### src/rtl/dmem_port_arbiter.sv
// Arbitrates the single data-memory port between the read stage and the write-back stage,
// tracks outstanding reads and drops data-phase returns that belong to flushed reads.
module dmem_port_arbiter #(
    parameter int unsigned DDATAW       = 64,
    parameter int unsigned DSIZEW       = 4,
    parameter int unsigned DADDRW       = 32,
    parameter int unsigned MAX_OUTST    = 4,
    parameter int unsigned STARVE_LIMIT = 4
) (
    input  logic              clk,
    input  logic              reset,
    input  logic              flush,
    input  logic              rmem_valid,
    output logic              rmem_ready,
    input  logic [DADDRW-1:0] rmem_address,
    output logic              rmem_dp_valid,
    input  logic              rmem_dp_ready,
    output logic [DDATAW-1:0] rmem_dp_read_data,
    input  logic              wmem_valid,
    output logic              wmem_ready,
    input  logic [DADDRW-1:0] wmem_address,
    input  logic [DDATAW-1:0] wmem_wr_data,
    input  logic [DSIZEW-1:0] wmem_wr_size,
    output logic              m_valid,
    input  logic              m_ready,
    output logic [DADDRW-1:0] m_address,
    output logic              m_wr_en,
    output logic [DDATAW-1:0] m_wr_data,
    output logic [DSIZEW-1:0] m_wr_size,
    input  logic              m_dp_valid,
    output logic              m_dp_ready,
    input  logic [DDATAW-1:0] m_dp_read_data
);

    localparam int unsigned CNTW = 3;
    localparam int unsigned STW  = (STARVE_LIMIT > 0) ? $clog2(STARVE_LIMIT + 1) : 1;

    typedef enum logic [1:0] {
        IDLE,
        HOLD_R,
        HOLD_W
    } state_t;

    state_t            state_q, state_d;
    logic [CNTW-1:0]   outst_q, outst_d;
    logic [CNTW-1:0]   discard_q, discard_d;
    logic [STW-1:0]    starve_q, starve_d;
    logic              rd_elig;
    logic              rd_gnt;
    logic              wr_gnt;
    logic              rd_hs;
    logic              wr_hs;
    logic              dp_hs;

    // Read data is never buffered; it passes straight through.
    assign rmem_dp_read_data = m_dp_read_data;

    always_ff @(posedge clk) begin
        if (!reset) begin
            state_q   <= IDLE;
            outst_q   <= '0;
            discard_q <= '0;
            starve_q  <= '0;
        end else begin
            state_q   <= state_d;
            outst_q   <= outst_d;
            discard_q <= discard_d;
            starve_q  <= starve_d;
        end
    end

    always_comb begin
        state_d       = state_q;
        outst_d       = outst_q;
        discard_d     = discard_q;
        starve_d      = starve_q;
        rd_gnt        = 1'b0;
        wr_gnt        = 1'b0;
        m_valid       = 1'b0;
        m_address     = '0;
        m_wr_en       = 1'b0;
        m_wr_data     = '0;
        m_wr_size     = '0;
        rmem_ready    = 1'b0;
        wmem_ready    = 1'b0;
        m_dp_ready    = 1'b0;
        rmem_dp_valid = 1'b0;

        rd_elig = rmem_valid && (outst_q < CNTW'(MAX_OUTST)) && !flush;

        // Writes are older, so they win unless the pending read has starved long enough.
        unique case (state_q)
            IDLE: begin
                if (wmem_valid && ((starve_q < STW'(STARVE_LIMIT)) || !rd_elig)) begin
                    wr_gnt = 1'b1;
                end else if (rd_elig) begin
                    rd_gnt = 1'b1;
                end
            end
            HOLD_R:  rd_gnt = 1'b1;
            HOLD_W:  wr_gnt = 1'b1;
            default: ;
        endcase

        if (!reset) begin
            rd_gnt = 1'b0;
            wr_gnt = 1'b0;
        end

        if (rd_gnt) begin
            m_valid   = rmem_valid;
            m_address = rmem_address;
        end else if (wr_gnt) begin
            m_valid   = wmem_valid;
            m_address = wmem_address;
            m_wr_en   = 1'b1;
            m_wr_data = wmem_wr_data;
            m_wr_size = wmem_wr_size;
        end
        rmem_ready = m_ready && rd_gnt;
        wmem_ready = m_ready && wr_gnt;

        if (state_q == IDLE) begin
            if (m_valid && !m_ready) begin
                state_d = rd_gnt ? HOLD_R : HOLD_W;
            end
        end else if (m_ready) begin
            state_d = IDLE;
        end

        rd_hs = rd_gnt && rmem_valid && m_ready;
        wr_hs = wr_gnt && wmem_valid && m_ready;

        if (discard_q != '0) begin
            m_dp_ready    = reset;
            rmem_dp_valid = 1'b0;
        end else begin
            m_dp_ready    = rmem_dp_ready && reset;
            rmem_dp_valid = m_dp_valid && reset;
        end
        dp_hs = m_dp_valid && m_dp_ready;

        if (rd_hs && !dp_hs) begin
            outst_d = outst_q + CNTW'(1);
        end else if (!rd_hs && dp_hs && (outst_q != '0)) begin
            outst_d = outst_q - CNTW'(1);
        end

        // Everything still in flight after this cycle belongs to the flushed path.
        if (flush) begin
            discard_d = outst_d;
        end else if (dp_hs && (discard_q != '0)) begin
            discard_d = discard_q - CNTW'(1);
        end

        if (rd_hs || !rmem_valid) begin
            starve_d = '0;
        end else if (wr_hs && (starve_q < STW'(STARVE_LIMIT))) begin
            starve_d = starve_q + STW'(1);
        end
    end

endmodule

### config.mk
export PLATFORM = sky130hd
export DESIGN_NAME = dmem_port_arbiter
export DESIGN_NICKNAME = d
export VERILOG_FILES = /design/src/rtl/dmem_port_arbiter.sv
export SDC_FILE = /design/constraint.sdc
export NUM_CORES = 1
export LEC_CHECK = 0
export CORE_AREA = 3 3 143 145
export DETAILED_ROUTE_END_ITERATION = 16
export DIE_AREA = 0 0 146 148
export PLACE_DENSITY = 0.5
export REMOVE_ABC_BUFFERS = 1
export SYNTH_ARGS = -nofsm -noshare
export SYNTH_HDL_FRONTEND = slang
export SYNTH_SLANG_ARGS = --single-unit
### constraint.sdc
create_clock -name clk -period 3 [get_ports clk]
set_clock_uncertainty 0.2 [all_clocks]
set_input_delay 0.3 -clock clk [delete_from_list [all_inputs] [get_ports clk]]
set_output_delay 0.3 -clock clk [all_outputs]
set_load 0.05 [all_outputs]
Word level (Yosys, flattened, before mapping)

Index checks and enable logic that the tools add are counted.

Equal/unequal tests: 3
Add/sub/neg operators: 4
Muxes and demuxes: 27
Reduce and logical (&&, ||, !) cells: 33
$lt $le $gt $ge: 2
Bitwise operators: 1

Operators with widths:

| operator                                            | count |
|---|---|
| 2-to-1 mux 64 bit                                   | 2 |
| 2-to-1 mux 32 bit                                   | 2 |
| logical AND 1 bit                                   | 18 |
| 2-to-1 mux 3 bit                                    | 4 |
| 2-to-1 mux 1 bit                                    | 11 |
| 2-to-1 mux 2 bit                                    | 4 |
| 2-to-1 mux 4 bit                                    | 2 |
| adder 3 x 1 -> 3 bit, second input constant         | 2 |
| zero test 1 bit                                     | 6 |
| < comparator 3 bit, second input constant           | 2 |
| nonzero test 3 bit                                  | 2 |
| subtractor 3 x 1 -> 3 bit, second input constant    | 2 |
| one-hot mux 1 bit (2 select lines)                  | 2 |
| nonzero test 2 bit                                  | 2 |
| equality test 2 x 1 -> 1 bit, second input constant | 1 |
| equality test 2 bit, second input constant          | 1 |
| zero test 2 bit                                     | 1 |
| logical OR 1 bit                                    | 2 |
| != test 2 x 1 -> 1 bit, second input constant       | 1 |
| AND reduction 2 bit                                 | 1 |
| OR reduction 2 bit                                  | 1 |
| inverter 1 bit                                      | 1 |

Logic and storage cells: 74
Flip-flop bits (word level): 11
Output and inout bits: 170
Bits of input ports: 204

Logic depth before layout (Yosys ltp)

Depth in word-level cells: 17
Mapped depth: 8

Worst setup path after synthesis

No wires, ideal clock.

Kind: in2out
From: input flush
To: output rmem_ready
Slack: 0.162 ns
Arrival: 2.338 ns
Stages on the path: 5
Buffers on the path: 1
Cells stage by stage: buf_2 -> nor2_1 -> and2_1 -> a21oi_1 -> nor4_1

Word-level cells in the longest chain between the ends: 9
Elaborated cells between the ends (all ways): 10
Classes of those cells: 4 x mux; 6 x reduce/logical

Ends and longest elaborated chain:

| what                                 | RTL line | source |
|---|---|---|
| from (decl)                          | 12       | `input logic flush,` |
| zero test 1 bit *                    | 89       | `rd_elig = rmem_valid && (outst_q < CNTW'(MAX_OUTST)) && !flush;` |
| logical AND 1 bit *                  | 89       |  |
| zero test 1 bit                      | 94       | `if (wmem_valid && ((starve_q < STW'(STARVE_LIMIT)) \|\| !rd_elig)) begin` |
| logical OR 1 bit                     | 94       |  |
| logical AND 1 bit                    | 94       |  |
| 2-to-1 mux 1 bit *                   | 94       |  |
| one-hot mux 1 bit (2 select lines) * | 92       | `unique case (state_q)` |
| 2-to-1 mux 1 bit *                   | 105      | `if (!reset) begin` |
| logical AND 1 bit *                  | 120      | `rmem_ready = m_ready && rd_gnt;` |
| to (decl)                            | 14       | `output logic rmem_ready,` |

Mark *: on every way between the ends. The rest lies on a longest branch, timed or not.

Final worst setup path

From: input flush
To: output m_address[1]

Word-level cells in the longest chain between the ends: 10
Elaborated cells between the ends (all ways): 14
Classes of those cells: 9 x mux; 5 x reduce/logical

Ends and longest elaborated chain:

| what                               | RTL line | source |
|---|---|---|
| zero test 1 bit *                  | 89       |  |
| logical AND 1 bit *                | 89       |  |
| zero test 1 bit                    | 94       |  |
| logical OR 1 bit                   | 94       |  |
| logical AND 1 bit                  | 94       |  |
| 2-to-1 mux 1 bit                   | 94       |  |
| one-hot mux 1 bit (2 select lines) | 92       |  |
| 2-to-1 mux 1 bit                   | 105      |  |
| 2-to-1 mux 32 bit                  | 113      | `end else if (wr_gnt) begin` |
| 2-to-1 mux 32 bit *                | 110      | `if (rd_gnt) begin` |
| to (decl)                          | 26       | `output logic [DADDRW-1:0] m_address,` |

Marked as above.

==> flow_metrics.py <==
metrics = {
    "outcome": {
        "status": "finished clean",
    },
    "sta": {
        "slew_headroom_pct": 55.5,
        "hold_slack_ps": 329,
        "fmax_mhz": 363,
        "rsz0062_at_grt": "no",
        "fin_crit_ps": 2760,
        "finalSetupViolCount": 0,
        "hold_violations": 0,
        "setup_tns_ps": 0,
        "worst_pin_slew_ps": 660,
        "period_share_pct": 91.9,
        "finalMaxSlewViolations": 0,
    },
    "floorplanning": {
        "dieWidth_um": 146,
        "io_pins": 374,
        "die_area_um2": 21600,
        "coreArea_um2": 19300,
        "rows": 51,
        "dieHeight_um": 148,
        "start_util_pct": 10.6,
    },
    "pwr": {
        "p_sw_mw": 0.547,
        "sequentialPowerShare_pct": 11.4,
        "clockPowerShare_pct": 17.8,
        "p_comb_share_pct": 70.8,
        "intPower_mw": 0.823,
        "p_sw_share_pct": 39.9,
        "ir_drop_mv": 0.148,
        "power_density_nw_per_um2": 256,
        "leakage_nw": 2.09,
    },
    "routing": {
        "final_antenna_net_count": 0,
        "vias": 2927,
        "drt_wl_total_um": 21100,
        "drt_pass1_iterations": 4,
        "avgViaCountPerCell": 4.04,
        "wl_per_cell_um": 29.2,
        "drc": 0,
        "dr.first_iter.drc_count": 218,
    },
    "logic_synthesis": {
        "syn_area_um2": 2050,
        "syn_avg_cell_area_um2": 7.25,
        "synthDistinctLibCells": 38,
        "syn_inst": 283,
        "ys_seq_area_share_pct": 10.7,
        "yosys_warnings": 0,
        "ys_ff_latch": 11,
    },
    "placed_design": {
        "io_buffers": 245,
        "dp_cells": 714,
        "dp_hpwl_um": 19300,
        "gp_congestion": 0.754,
    },
    "critical_path": {
        "cp-end-kind": "primary output",
        "crit_required_ps": 2500,
        "cp-start-kind": "input pin",
        "critical_path_class": "in2out",
        "crit_fanout": 101,
        "arrival_ps": 2260,
    },
    "hold_path": {
        "hold_class": "reg2reg",
    },
    "clocking": {
        "cts_max_path_buffers": 2,
        "clock_latency_ps": 240,
        "postCtsHoldBufs": 0,
        "root_buffer": "clkbuf_16",
        "cts_tree": "built",
        "clkTransAtPathRegs_ps": 40,
        "ctsResizeCount": 0,
        "cts_buffers": 3,
        "htree_levels": 1,
        "numClockSinks": 11,
        "cts_setup_buffers": 0,
    },
    "finish": {
        "final_cells": 725,
        "nets": 664,
        "n_fill_cell": 2004,
        "synthToLayoutAreaGrowth_pct": 161,
        "drive_gt1_share_pct": 26.3,
    },
    "global_routing": {
        "grt_max_degree": 102,
        "overflow": 0,
        "grt_pass1_vias": 2908,
        "grt_pass1_wl_um": 27200,
        "antenna_found_initial": 31,
        "track_usage_pct": 18.3,
    },
    "run": {
        "max_cap_violations": 0,
    },
}
-- cell families after synthesis --
group                      synth area share (%)
and+or+nand+nor                            31.4
muxes                                      1.04
DFF                                        10.7
adders and majority gates                  3.66
AOI/OAI and AO/OA                          22.7
buffers and inverters                      29.6
xor gates and xnor gates                  0.854
-- cells in the mapped netlist --
master	n	share of area [%]
inv_1	8	1.5
a22o_1	32	14
and2_4	1	0.43
or3_1	1	0.31
nor2_1	13	2.4
and4_1	1	0.43
nor2b_1	1	0.31
nand3_1	3	0.73
a21oi_1	12	2.9
buf_6	1	0.55
a311oi_1	1	0.43
nand2_1	5	0.92
and2_1	69	21
a21o_1	2	0.73
buf_2	10	2.4
mux2_2	1	0.55
nor3_1	4	0.98
clkbuf_1	8	1.5
dfxtp_1	11	11
or2_2	1	0.31
a22oi_1	1	0.37
mux2i_1	1	0.49
a311o_1	3	1.5
ha_1	6	3.7
nor4_1	3	0.92
nand2b_1	2	0.61
a31oi_1	3	0.92
and3_1	4	1.2
buf_4	64	23
a2bb2oi_1	1	0.43
xnor2_1	2	0.85
a21boi_0	1	0.37
clkbuf_2	1	0.24
nor3b_1	1	0.37
a41o_1	1	0.49
nor3_2	1	0.49
o21ai_0	2	0.49
o311ai_0	1	0.43
-- routing by layer --
metal / wire [um] / share of wire, % / track usage, %
met5: 410 / 1.9 / 4.09
met4: 116 / 0.55 / 0.659
met3: 6030 / 29 / 26.0
met2: 6690 / 32 / 20.3
met1: 7890 / 37 / 20.3
-- registers in the layout, summed over array words and instances (netlist names) --
name       count
state_q        2
outst_q        3
discard_q      3
starve_q       3
-- cells in the final DEF, fill, tap and decap left out, types with 2 or more instances in the layout --
cell type          n
clkdlybuf4s50_1  140
buf_12            97
and2_1            69
a22o_1            32
nor2_1            13
buf_4             13
a21oi_1           12
dfxtp_1           11
inv_1              8
diode_2            7
ha_1               6
nand2_1            5
and3_1             4
nand3_1            3
nor4_1             3
a31oi_1            3
a311o_1            3
nor3_1             3
clkbuf_16          3
nand2b_1           2
o21ai_0            2
xnor2_1            2
a21o_1             2
-- critical path: stages --
cell and delay, ps:
clkdlybuf4s50_1 430, nor2_1 250, nand3_1 140, a21oi_1 270, nor3_2 90, buf_12 220
a22o_1 330, buf_12 160
-- metrics by stage --
step	setup WS, ps	instance area (um^2)	utilization, %	power, mW
2_1_floorplan	-3690	1470	-	0.563
3_3_place_gp	345	5260	27.2	1.13
3_5_place_dp	299	5260	27.2	1.13
4_1_cts	266	5340	27.6	1.38
5_1_grt	129	5340	27.6	1.42
6_report	243	5360	27.7	1.37
-- final cells by class --
| class | instances | area, um^2 | area share [%] |
|---|---|---|---|
| Timing Repair Buffer | 250 | 3440 | 64.3 |
| Multi-Input combinational cell | 180 | 1230 | 23.1 |
| Tap cell | 265 | 332 | 6.19 |
| Sequential cell | 11 | 220 | 4.11 |
| Clock buffer | 3 | 75.1 | 1.40 |
| Inverter | 8 | 30.0 | 0.561 |
| Antenna cell | 7 | 17.5 | 0.327 |
| Clock inverter | 1 | 5.00 | 0.0935 |
-- power groups by stage --
stage / Clock, mW / Sequential, mW / Combinational (mW)
floorplan: 0 / 0.157 / 0.406
global placement: 0 / 0.158 / 0.969
detailed placement: 0 / 0.158 / 0.975
CTS: 0.250 / 0.156 / 0.977
global route: 0.257 / 0.156 / 1.01
finish: 0.244 / 0.156 / 0.969
-- path summary, 6_finish.rpt --
path / end / depth (start not counted) / slack (ps) / start
min reg2reg: starve_q[2] / 2 / 330 / starve_q[2]
max reg2reg: discard_q[1] / 7 / 780 / outst_q[0]
max: m_address[1] / 8 / 240 / flush
min: starve_q[2] / 2 / 330 / starve_q[2]
(Power assumes the default switching activity.)
==> variant, RTL diff (config.mk and constraints unchanged) <==
Reset style: asynchronous (`reset`), changed in one clocked block.
--- a/src/rtl/dmem_port_arbiter.sv
+++ b/src/rtl/dmem_port_arbiter.sv
@@ -55,7 +55,7 @@
     // Read data is never buffered; it passes straight through.
     assign rmem_dp_read_data = m_dp_read_data;
 
-    always_ff @(posedge clk) begin
+    always_ff @(posedge clk or negedge reset) begin
         if (!reset) begin
             state_q   <= IDLE;
             outst_q   <= '0;
Behaviour: no difference found for any inputs over 4 cycles, from zero or initial values and one cycle with reset low; that may be too few to reach the edited logic, so the function may still have changed.
==> variant against the unedited design <==
- core utilization increased by 0.86 points
- count of clock-buffer cells in the layout is 1 higher
- sequential share of layout area rose by 0.87 points
- critical endpoint unchanged
- power grew 25%
- design area grew 3.1%
- die area unchanged
- cell count is 1.9% lower
- largest cell class unchanged
- wire length down 25%
- synthesized cell count shrank 5.3%
- area after synthesis down 0.31%
- worst setup slack better by 0.10 ns
- first-iteration DRC count fell by 28%
- sequential cell count unchanged
==> variant: results (changes against the unedited design) <==
metric,value,unit,change
status,finished clean,,
layout.cells.non_filler,711,,-1.9%
worstSkewPairLatency,0.24,ns,about the same
async_flop_share,100,%,+100 points
nets,656,,-1.2%
crit_fanout,51,,-50%
yosys_most_used_dff,dfrtp_1,,
first_pass_iters,6,,+2
synth_common_cells,"and2_1, buf_4, a22o_1",,
pre_cts_ws,0.380,ns,+0.0816 ns
p_leak,0.00222,uW,+6.1%
multi_input_area,0.00120,mm^2,-3.0%
grt_antenna_before_repair,1,,-97%
synthCells,268,,-5.3%
postCtsResizedCells,0,,unchanged
wirelength,15.9,mm,-25%
final.fill_count,1998,,-0.30%
grt_first_pass_wirelength,21.8,mm,-20%
drtIter0Drc,158,,-28%
worst_pin_slew,0.416,ns,-0.244 ns
p_sw_share,41.4,%,+1.5 points
yosysUniqueCellTypes,35,,-7.9%
hpwlAfterDp,13.4,mm,-31%
cts_setup_buffers,0,,unchanged
numCtsBuffers,3,,unchanged
reg_top3,"discard_q x3, outst_q x3, starve_q x3",,
synth_edf_count,0,,unchanged
htreeDepth,1,,unchanged
post_dp_cell_area,0.00544,mm^2,+3.5%
clk_pin_slew,0.04,ns,about the same
routabilityCongestion,0.789,,+4.6%
layout-drive-gt1-share,27.6,%,+1.4 points
ir_worst_vdd,220,uV,+49%
ys_warn_count,0,,unchanged
hp-class,in2async,,
cts-root-buf,clkbuf_16,,
synth_area_leaders,"buf_4, and2_1, a22o_1",,
portBuffers,245,,unchanged
clockBufferDepth,2,,unchanged
grt_use_total,13.6,%,-4.7 points
crit_arrival,2.15,ns,-0.11 ns
vias,2694,,-8.0%
grt_max_degree,52,,-49%
ys_seq_area_share,13.5,%,+2.7 points
[variant: final timing paths]
kind | startpoint | end | slack (ns) | cells past startpoint
setup / recovery | flush | m_address[1] | 0.35 | 8
hold / removal | reset | starve_q[1] | 0.33 | 2
setup reg to reg | discard_q[0] | discard_q[2] | 0.70 | 7
hold reg to reg | starve_q[1] | starve_q[1] | 0.38 | 2
max in group asynchronous | reset | outst_q[1] | 2.12 | 2
min in group clk | starve_q[1] | starve_q[1] | 0.38 | 2
[variant: area by class of cell]
type / instances / area share, %
Sequential cell: 11 / 4.99
Inverter: 8 / 0.544
Tap cell: 265 / 6.00
Clock buffer: 4 / 1.43
Antenna cell: 1 / 0.0453
Multi-Input combinational cell: 168 / 21.7
Timing Repair Buffer: 254 / 65.3
[variant: worst max-delay path, cell delays in order]
cell and delay [ns]:
clkdlybuf4s50_1 0.43, nor2_1 0.27, nand3_1 0.13, a21oi_1 0.26, nor3b_4 0.10, buf_12 0.18, a22o_1 0.29, buf_12 0.16
[variant: power groups by stage]
stage	Clock (uW)	Combinational (uW)	Sequential (uW)
2_1_floorplan	0	593	214
3_3_place_gp	0	1230	219
3_5_place_dp	0	1250	222
4_1_cts	246	1260	219
5_1_grt	254	1320	223
6_report	244	1250	220
[variant: kinds of logic (layout without fill, tap and decap cells)]
kind of cell    Yosys count  count (layout)  share of synthesized area, %
flops                    11              11                          13.5
simple gates            107             107                          32.3
buf+inv                  89             266                          28.6
compound gates           49              49                          19.2
xor+xnor                  3               3                          1.29
fa+ha+maj                 6               6                          3.67
mux                       3               3                          1.47
other cells               0               1                             0
[variant: per-layer routing]
layer	share of wire [%]	GRT usage (%)	up-vias
met1	40	16.3	1242
met4	0.90	1.83	6
met5	1.1	6.36	-
met2	42	19.4	244
li1	-	-	1186
met3	17	10.3	16
